==> config.mk <==
export PLATFORM = sky130hd
export DESIGN_NAME = conv_window_feeder
export DESIGN_NICKNAME = d
export VERILOG_FILES = /design/src/rtl/conv_window_feeder.sv
export SDC_FILE = /design/constraint.sdc
export NUM_CORES = 1
export LEC_CHECK = 0
export CORE_MARGIN = 4
export CORE_UTILIZATION = 42
export DETAILED_ROUTE_END_ITERATION = 12
export DONT_BUFFER_PORTS = 1
export PLACE_DENSITY = 0.7
export SLEW_MARGIN = 5
export SYNTH_ARGS = -nofsm -noshare
export SYNTH_HDL_FRONTEND = slang
export SYNTH_SLANG_ARGS = --single-unit
==> constraint.sdc <==
create_clock -name clk -period 1.9 [get_ports clk]
set_clock_uncertainty 0.1 [all_clocks]
set_input_delay 0.38 -clock clk [delete_from_list [all_inputs] [get_ports clk]]
set_output_delay 0.38 -clock clk [all_outputs]
set_load 0.05 [all_outputs]
==> src/rtl/conv_window_feeder.sv <==
// Producer side of the 5-tap convolution datapath: builds a stride-1 sliding
// window from a valid/ready sample stream and holds the kernel/bias config bank.
module conv_window_feeder #(
  parameter int WIDTH_DATA   = 16,
  parameter int WIDTH_KERNEL = 8,
  parameter int LINE_LEN     = 32
) (
  input  logic                    clk,
  input  logic                    rstn,
  input  logic                    cfg_we,
  input  logic [2:0]              cfg_addr,
  input  logic [WIDTH_KERNEL-1:0] cfg_wdata,
  input  logic                    start,
  input  logic                    s_valid,
  input  logic [WIDTH_DATA-1:0]   s_data,
  output logic                    s_ready,
  output logic [WIDTH_DATA-1:0]   data_in1,
  output logic [WIDTH_DATA-1:0]   data_in2,
  output logic [WIDTH_DATA-1:0]   data_in3,
  output logic [WIDTH_DATA-1:0]   data_in4,
  output logic [WIDTH_DATA-1:0]   data_in5,
  output logic [WIDTH_KERNEL-1:0] kernel_in1,
  output logic [WIDTH_KERNEL-1:0] kernel_in2,
  output logic [WIDTH_KERNEL-1:0] kernel_in3,
  output logic [WIDTH_KERNEL-1:0] kernel_in4,
  output logic [WIDTH_KERNEL-1:0] kernel_in5,
  output logic [WIDTH_KERNEL-1:0] bias,
  output logic                    enable,
  output logic                    busy,
  output logic                    line_done,
  output logic [1:0]              state_dbg
);

  // Handshake: a sample transfers on a rising clk edge where s_valid && s_ready;
  // s_ready is decoded from state only, so it never depends on s_valid.
  typedef enum logic [1:0] {S_IDLE, S_FILL, S_RUN, S_DONE} state_t;

  localparam logic [7:0] FILL_LAST = 8'd3;
  localparam logic [7:0] RUN_LAST  = 8'(LINE_LEN - 1);

  state_t     state, state_nxt;
  logic [7:0] cnt;
  logic       hs;

  assign s_ready   = (state == S_FILL) || (state == S_RUN);
  assign busy      = (state != S_IDLE);
  assign hs        = s_valid && s_ready;
  assign state_dbg = state;

  always_comb begin
    state_nxt = state;
    case (state)
      S_IDLE: if (start) state_nxt = S_FILL;
      S_FILL: if (hs && cnt == FILL_LAST) state_nxt = S_RUN;
      S_RUN:  if (hs && cnt == RUN_LAST) state_nxt = S_DONE;
      S_DONE: state_nxt = S_IDLE;
      default: state_nxt = S_IDLE;
    endcase
  end

  always_ff @(posedge clk or negedge rstn) begin
    if (!rstn) state <= S_IDLE;
    else       state <= state_nxt;
  end

  // Window and counter; enable is registered so it lands one cycle after the RUN handshake.
  always_ff @(posedge clk or negedge rstn) begin
    if (!rstn) begin
      cnt       <= '0;
      data_in1  <= '0;
      data_in2  <= '0;
      data_in3  <= '0;
      data_in4  <= '0;
      data_in5  <= '0;
      enable    <= 1'b0;
      line_done <= 1'b0;
    end else begin
      enable    <= hs && (state == S_RUN);
      line_done <= (state == S_DONE);
      if (state == S_IDLE && start) begin
        cnt      <= '0;
        data_in1 <= '0;
        data_in2 <= '0;
        data_in3 <= '0;
        data_in4 <= '0;
        data_in5 <= '0;
      end else if (hs) begin
        cnt      <= cnt + 8'd1;
        data_in1 <= data_in2;
        data_in2 <= data_in3;
        data_in3 <= data_in4;
        data_in4 <= data_in5;
        data_in5 <= s_data;
      end
    end
  end

  // Config bank is writable only while idle; addresses 6 and 7 fall through.
  always_ff @(posedge clk or negedge rstn) begin
    if (!rstn) begin
      kernel_in1 <= '0;
      kernel_in2 <= '0;
      kernel_in3 <= '0;
      kernel_in4 <= '0;
      kernel_in5 <= '0;
      bias       <= '0;
    end else if (cfg_we && state == S_IDLE) begin
      case (cfg_addr)
        3'd0: kernel_in1 <= cfg_wdata;
        3'd1: kernel_in2 <= cfg_wdata;
        3'd2: kernel_in3 <= cfg_wdata;
        3'd3: kernel_in4 <= cfg_wdata;
        3'd4: kernel_in5 <= cfg_wdata;
        3'd5: bias       <= cfg_wdata;
        default: ;
      endcase
    end
  end

endmodule

=== Word level (Yosys, flattened, before mapping) ===
Cells that the tools add are included.

* Flip-flop bits (word level): 140
* Latch bits: 0
* RAM bits: 0
* Memory bits (read-only): 0
* Output and inout bits: 134
* Memories kept: 0

* Add/subtract/negate cells: 1
* Multiply operators: 0
* Div/mod/pow operators: 0
* $lt $le $gt $ge: 0
* Equal/unequal tests: 13
* Shifts and indexed selects: 0
* Mux-type cells: 16
* Bitwise logic cells: 0
* Reduce and logical (&&, ||, !) cells: 18

{| class="wikitable"
|+ Operators with widths
! kind !! count
|-
| two-way mux 16 bit || 10
|-
| two-way mux 8 bit || 2
|-
| AND reduction 2 bit || 6
|-
| adder 8 x 1 -> 8 bit (second input constant) || 1
|-
| equality test 8 x 2 -> 1 bit (second input constant) || 1
|-
| equality test 8 x 5 -> 1 bit (second input constant) || 1
|-
| one-hot mux 2 bit (4 select lines) || 1
|-
| equality test 3 x 2 -> 1 bit (second input constant) || 2
|-
| equality test 3 bit (second input constant) || 2
|-
| logical AND 1 bit || 6
|-
| two-way mux 2 bit || 3
|-
| equality test 2 bit (second input constant) || 2
|-
| inequality test 2 x 1 -> 1 bit (second input constant) || 2
|-
| nonzero test 2 bit || 2
|-
| equality test 3 x 1 -> 1 bit (second input constant) || 1
|-
| logical NOT 3 bit || 1
|-
| AND reduction 3 bit || 1
|-
| equality test 2 x 1 -> 1 bit (second input constant) || 1
|-
| logical NOT 2 bit || 1
|-
| inequality test 2 bit (second input constant) || 1
|-
| logical OR 1 bit || 1
|}

=== Logic depth before layout (Yosys ltp) ===
Gate-level depths: netlist of run 1.

* Word-level depth: 6
* Mapped depth: 8
* Mapped depth without buffers: 6

=== Worst setup path after synthesis of run 1 ===
OpenSTA, ideal clock, no wires.

* Path kind: register to register
* Start: register state[0], in the netlist state_dbg[0]
* End: register state[1], in the netlist state_dbg[1]
* Setup time: 0.128 ns
* Arrival: 2.364 ns
* Setup slack: -0.692 ns
* Cell stages (with the launch flop): 8
* Period minus slack after synthesis: 2.592 ns
* Cells stage by stage: dfrtp_1 -> inv_1 -> ha_1 -> and2_1 -> buf_2 -> a31oi_1 -> nor3_2 -> mux2_1

* Cells in the longest elaborated chain, start to end: 6

{| class="wikitable"
|+ Ends and longest elaborated chain
! element !! RTL line !! RTL
|-
| start, declared || 41 || <nowiki>state_t state, state_nxt;</nowiki>
|-
| start signal, assigned || 63 || <nowiki>else state <= state_nxt;</nowiki>
|-
| equality test 2 x 1 -> 1 bit / equality test 2 bit (equally long branches) || 45 || <nowiki>assign s_ready = (state == S_FILL) || (state == S_RUN);</nowiki>
|-
| logical OR 1 bit * || 45 ||
|-
| via s_ready || 16 || <nowiki>output logic s_ready,</nowiki>
|-
| logical AND 1 bit * || 47 || <nowiki>assign hs = s_valid && s_ready;</nowiki>
|-
| logical AND 1 bit, on equally long branches || 55, 54 ||
|-
| inequality test 2 x 1 -> 1 bit (no source line) || n/a ||
|-
| AND reduction 3 bit (no source line) * || n/a ||
|}

The timed path passes the listed nets; every way through them passes the cells marked *.
A chain may end at the register's enable or synchronous reset.

=== Worst setup path after layout of run 1 ===
* Start: register state[1], in the netlist state_dbg[1]
* End: register state[1], in the netlist state_dbg[1]

* Cells in the longest elaborated chain, start to end: 6

{| class="wikitable"
|+ Ends and longest elaborated chain
! element !! RTL line
|-
| equality test 2 x 1 -> 1 bit / equality test 2 bit (equally long branches) || 45, 52
|-
| logical OR 1 bit || 45
|-
| logical AND 1 bit || 47
|-
| logical AND 1 bit, on equally long branches || 55, 54
|-
| inequality test 2 x 1 -> 1 bit (no source line) || n/a
|-
| AND reduction 3 bit (no source line) || n/a
|}

Several ways; a longest one is shown, not always the timed one.

==> out/metrics.cfg, run 1 <==
[logic_synthesis]
ys_warn_count = 0
avgSynthCellArea_um2 = 10.90
synthesis.nets = 552
ys_seq_elements = 140
synthCells = 515
netlist_area_um2 = 5614
yosysSeqAreaShare_pct = 62.40
synth.distinct_cells = 29

[critical_path]
cp-start-kind = register
r2r_slack_ns = 0.09
r2r_cells = 6
crit_path_start = state_dbg[1]$_DFFE_PN0P_
reg2reg_to = state_dbg[1]$_DFFE_PN0P_
worstSetupPathType = reg -> reg
crit_fanout = 4
endpoint_kind = register
cp_data_arrival_time_ns = 1.99
worst_setup_path_endpoint = state_dbg[1]$_DFFE_PN0P_
required_ns = 2.09
r2r_start = state_dbg[1]$_DFFE_PN0P_

[route]
dr.pass1.iters = 4
avgViaCountPerCell = 5.210
antenna_left = 0
drt-total-wl_mm = 13.33
drcViolationCount = 0
drt_iter0_markers = 294
num_vias = 3819
wl_per_cell_um = 18.18

[flow_run]
drv_cap = 0

[timing]
worstMarginPinSlew_ns = 0.5747
rsz0062_at_grt = no
fin_crit_sh_pct = 95.17
max_freq_mhz = 553.0
setup_viol = 0
slew_viol_final = 0
slew_headroom_pct = 61.69
fin_crit_ns = 1.808
finalHoldViolCount = 140
hold_ws_ns = -0.4372
setup_ws_ns = 0.09168

[placement]
gp_congestion = 0.7638
place_inst = 672
post-place-ws_ns = 0.03001
dp_hpwl_mm = 8.983
port_buffers = 0

[clock_tree]
htree_levels = 4
cts-root-buf = clkbuf_16
clk_path_buf_depth = 2
clkSinkCount = 140
clkTransAtPathRegs_ns = 0.06
clock_latency_ns = 0.41
cts_made_buffers = 17
cts_tree = built

[cells_and_area]
final_cells = 733
final_core_util_pct = 52.61
drive_above_1_share_pct = 20.14
areaGrowthSynthToFinish_pct = 20.66
fillers = 1068
final_nets = 585
antenna_cells = 0

[die]
start_util_pct = 43.60
die_w_um = 123.6
die_area_um2 = 15280
num_rows = 41
core-area_um2 = 12880
die_y_um = 123.6
pin_count = 166

[global_route]
overflow = 0
track_usage_pct = 17.85
antenna_found_initial = 0
grt_pass1_vias = 3813
grt_pass1_wl_mm = 20.82
grt_max_degree = 141

[min_path]
hold_class = in -> async

[status]
violations = hold timing
outcome = complete, but fails checks

critical path, stage by stage (launching register included):
cell     delay [ns]
dfrtp_2        0.41
buf_4          0.20
ha_1           0.23
inv_1          0.10
o22ai_1        0.09
nor3_2         0.22
mux2_1         0.34
cell type report:
| type | instances | area [µm²] | area share [%] |
|---|---|---|---|
| flip-flops and latches | 140 | 3506 | 51.75 |
| clock buffers | 20 | 466.7 | 6.890 |
| well taps | 172 | 215.2 | 3.177 |
| multi-input cells | 340 | 1994 | 29.44 |
| clock inverters | 12 | 90.09 | 1.330 |
| inverters | 5 | 18.77 | 0.2771 |
| repair buffers | 44 | 483.0 | 7.130 |
cell families after synthesis:
group / after synthesis / share of synthesized area, %
AOI/OAI and AO/OA: 85 / 7.711
adders and majority gates: 5 / 1.114
xor gates and xnor gates: 7 / 1.092
muxes: 49 / 10.36
and+or+nand+nor: 194 / 14.55
buffers and inverters: 35 / 2.764
DFF: 140 / 62.40
cells in the final DEF (no fill, tap or decap), types with 2 or more instances in the layout:
cell type	Yosys	final
buf_12	0	5
nor2_1	8	8
xor2_1	6	6
clkbuf_8	0	3
and2_4	0	2
a21oi_1	82	81
dfrtp_1	140	138
inv_2	0	2
clkinv_4	0	2
ha_1	5	4
mux2_4	8	8
nand2_1	168	167
dfrtp_2	0	2
nand3_2	2	2
inv_1	5	3
mux2_2	40	40
dlygate4sd3_1	0	28
inv_6	0	2
buf_4	0	10
clkbuf_16	0	17
clkinvlp_4	0	6
nand4_1	3	3
clkinv_2	0	2
metrics by stage:
stage / setup TNS (ns) / cell area, µm²
after global routing: 0 / 6774
after CTS: 0 / 6661
after detailed placement: 0 / 5894
after floorplan: -4.155 / 5659
after global placement: 0 / 5894
final: 0 / 6774
cell usage after synthesis:
master / count / area (µm²)
ha_1: 5 / 62.56
nor2_4: 1 / 11.26
xnor2_1: 1 / 8.760
a31oi_1: 1 / 6.260
o22ai_1: 1 / 6.260
nor3b_4: 1 / 18.77
or3_1: 1 / 6.260
buf_2: 13 / 65.06
nand3_2: 2 / 20.02
nand2_1: 168 / 630.6
mux2_4: 8 / 120.1
and4_1: 1 / 8.760
buf_6: 1 / 11.26
dfrtp_1: 140 / 3503
and3b_1: 2 / 17.52
nor3_2: 1 / 10.01
xor2_1: 6 / 52.55
and2_1: 3 / 18.77
o32a_1: 1 / 10.01
a21oi_1: 82 / 410.4
mux2_2: 40 / 450.4
nor2_1: 8 / 30.03
and3_1: 1 / 6.260
inv_1: 5 / 18.77
mux2_1: 1 / 11.26
nor3_1: 1 / 5.000
nor4b_2: 1 / 15.01
nand4_1: 3 / 18.77
clkbuf_1: 16 / 60.06
worst min-delay path by stage:
stage          startpoint                   endpoint  slack, ns  depth (start not counted)
2_1_floorplan        rstn        bias[0]$_DFFE_PN0P_      -0.02                          0
3_3_place_gp         rstn  kernel_in1[3]$_DFFE_PN0P_      -0.01                          0
3_5_place_dp         rstn  kernel_in1[3]$_DFFE_PN0P_      -0.01                          0
4_1_cts              rstn  kernel_in1[3]$_DFFE_PN0P_      -0.46                          0
5_1_grt              rstn  kernel_in1[3]$_DFFE_PN0P_      -0.47                          0
6_report             rstn  kernel_in1[3]$_DFFE_PN0P_      -0.44                          0
timing repair:
| action | in CTS | in global routing |
|---|---|---|
| endpoints found under the hold margin | 165 | 154 |
| buffers inserted | 0 | 1 |
| gates resized for setup | 0 | 4 |
| hold buffers | 21 | 7 |
| endpoints found under the setup margin | 0 | 18 |
metal layers:
layer / GRT usage, % / share of wire [%] / routed length (µm)
met5: 0 / 0 / 0
met4: 7.889 / 2.9 / 392
met3: 7.493 / 9.7 / 1291
met2: 27.31 / 47 / 6284
met1: 22.13 / 40 / 5360
sequential cells by signal, summed over array words and instances, names as in the netlist:
signal / flops
kernel_in3: 8
data_in3: 16
kernel_in1: 8
kernel_in2: 8
kernel_in5: 8
data_in5: 16
state_dbg: 2
bias: 8
data_in2: 16
data_in4: 16
line_done: 1
cnt: 8
enable: 1
data_in1: 16
kernel_in4: 8
Power of run 1 is not shown: default switching activity piles up to over one toggle a cycle in this logic, so the estimate is an artifact.
==> run 2: changes to the inputs <==
PLACE_DENSITY = 0.67   (was 0.7)
clock period = 2 ns   (was 1.9 ns; I/O delays follow)
==> out/metrics.cfg, run 2 (synthesized netlist as in run 1, its figures left out) <==
[clock_tree]
cts_tree = built
post_cts_buffers = 0  ; unchanged
htree_levels = 4  ; unchanged
clkSinkCount = 140  ; unchanged
cts_resized = 0  ; unchanged
cts_hold_buf = 6  ; -71%
cts_made_buffers = 17  ; unchanged
clk_path_buf_depth = 2  ; unchanged
clkTransAtPathRegs_ns = 0.06  ; about the same
cts-root-buf = clkbuf_16
clock_latency_ns = 0.41  ; about the same

[critical_path]
endpoint_kind = register
crit_fanout = 8  ; +4
r2r_slack_ns = 0.15  ; +0.05 ns
r2r_cells = 5  ; -1
cp-start-kind = register
reg2reg_to = kernel_in3[0]$_DFFE_PN0P_
cp_data_arrival_time_ns = 2.05  ; +0.06 ns
r2r_start = state_dbg[1]$_DFFE_PN0P_
worstSetupPathType = reg -> reg
required_ns = 2.19  ; +0.10 ns

[cells_and_area]
fillers = 1157  ; +8.3%
layout_common_cells = 167 x nand2_1, 138 x dfrtp_1, 81 x a21oi_1, 40 x mux2_2, 17 x clkbuf_16
antenna_cells = 0  ; unchanged
drive_above_1_share_pct = 19.17  ; -0.97 points
areaGrowthSynthToFinish_pct = 15.02
final_common_cell = nand2_1
register_area_um2 = 3506  ; unchanged
final_cells = 704  ; -4.0%
multiInputGateArea_um2 = 1978  ; -0.82%
final_nets = 556  ; -5.0%

[route]
drt-total-wl_mm = 12.73  ; -4.5%
avgViaCountPerCell = 5.190  ; -0.38%
drcViolationCount = 0  ; unchanged
wl_per_cell_um = 18.08  ; -0.58%
antenna_left = 0  ; unchanged
drt_iter0_markers = 268  ; -8.8%
dr.pass1.iters = 5  ; +1
num_vias = 3654  ; -4.3%

[global_route]
antenna_found_initial = 0  ; unchanged
grt_max_degree = 141  ; unchanged
track_usage_pct = 17.14  ; -0.71 points
grt_pass1_vias = 3715  ; -2.6%
overflow = 0  ; unchanged
grt_pass1_wl_mm = 20.21  ; -2.9%

[placement]
gp_congestion = 0.7234  ; -5.3%
dp_hpwl_mm = 8.356  ; -7.0%
port_buffers = 0  ; unchanged
place_inst = 666  ; -0.89%
post-place-ws_ns = 0.1328  ; +0.1028 ns

[status]
outcome = complete, but fails checks
violations = hold timing

[timing]
max_freq_mhz = 539.2  ; -2.5%
fin_crit_ns = 1.854  ; +0.04614 ns
slew_viol_final = 0  ; unchanged
setup_viol = 0  ; unchanged
fin_crit_sh_pct = 92.72  ; -2.5 points
finalHoldViolCount = 140  ; unchanged
worstMarginPinSlew_ns = 0.5787  ; +0.003975 ns
hold_ws_ns = -0.4228  ; +0.01447 ns
setup_ws_ns = 0.1455  ; +0.05386 ns
rsz0062_at_grt = no
slew_headroom_pct = 61.42  ; -0.27 points

[die]
num_rows = 41  ; unchanged
pin_count = 166  ; unchanged
die_y_um = 123.6  ; unchanged
die_area_um2 = 15280  ; unchanged
start_util_pct = 43.60  ; unchanged
die_w_um = 123.6  ; unchanged
core-area_um2 = 12880  ; unchanged

[min_path]
hold_class = in -> async

[flow_run]
drv_cap = 0  ; unchanged

==> run 2: area by class of cell <==
| class | count | share of cell area [%] |
|---|---|---|
| Clock buffer | 19 | 6.704 |
| Clock inverter | 13 | 2.190 |
| Inverter | 5 | 0.2906 |
| Multi-Input combinational cell | 340 | 30.63 |
| Sequential cell | 140 | 54.29 |
| Tap cell | 172 | 3.333 |
| Timing Repair Buffer | 15 | 2.558 |
==> run 2: per-stage QoR <==
stage	cell area (µm²)	util [%]	hold WS, ns	TNS [ns]
2_1_floorplan	5642	-	0.004409	-0.06398
3_3_place_gp	5823	45.22	0.007955	0
3_5_place_dp	5823	45.22	0.008435	0
4_1_cts	6457	50.15	-0.4385	0
5_1_grt	6457	50.15	-0.4493	0
6_report	6457	50.15	-0.4228	0
==> run 2: routing by layer <==
metal	vias to the layer above	global-route usage, %	wire, µm	part of all wire [%]
met2	126	25.79	5958	47
met1	1786	22.25	5320	42
met5	-	0	0	0
met4	0	6.920	344	2.7
met3	26	6.676	1102	8.7
li1	1716	-	-	-
==> run 2: critical path, cell delays in order, from the launching register on <==
cell and delay (ns):
dfrtp_2 0.40, inv_2 0.08, ha_4 0.16, nand3_2 0.09, or3_1 0.54, mux2_4 0.37
==> run 2: worst max-delay path by stage <==
stage	start	cells past startpoint	endpoint	slack, ns
after global routing	cnt[0]$_DFFE_PN0P_	5	state_dbg[1]$_DFFE_PN0P_	0.05
after floorplan	state_dbg[0]$_DFFE_PN0P_	7	state_dbg[1]$_DFFE_PN0P_	-0.06
after global placement	state_dbg[1]$_DFFE_PN0P_	5	kernel_in3[0]$_DFFE_PN0P_	0.19
final	state_dbg[1]$_DFFE_PN0P_	5	kernel_in3[0]$_DFFE_PN0P_	0.15
after CTS	state_dbg[1]$_DFFE_PN0P_	5	kernel_in3[5]$_DFFE_PN0P_	0.14
after detailed placement	state_dbg[1]$_DFFE_PN0P_	5	kernel_in3[5]$_DFFE_PN0P_	0.13
Power of run 2 is left out for the same reason.
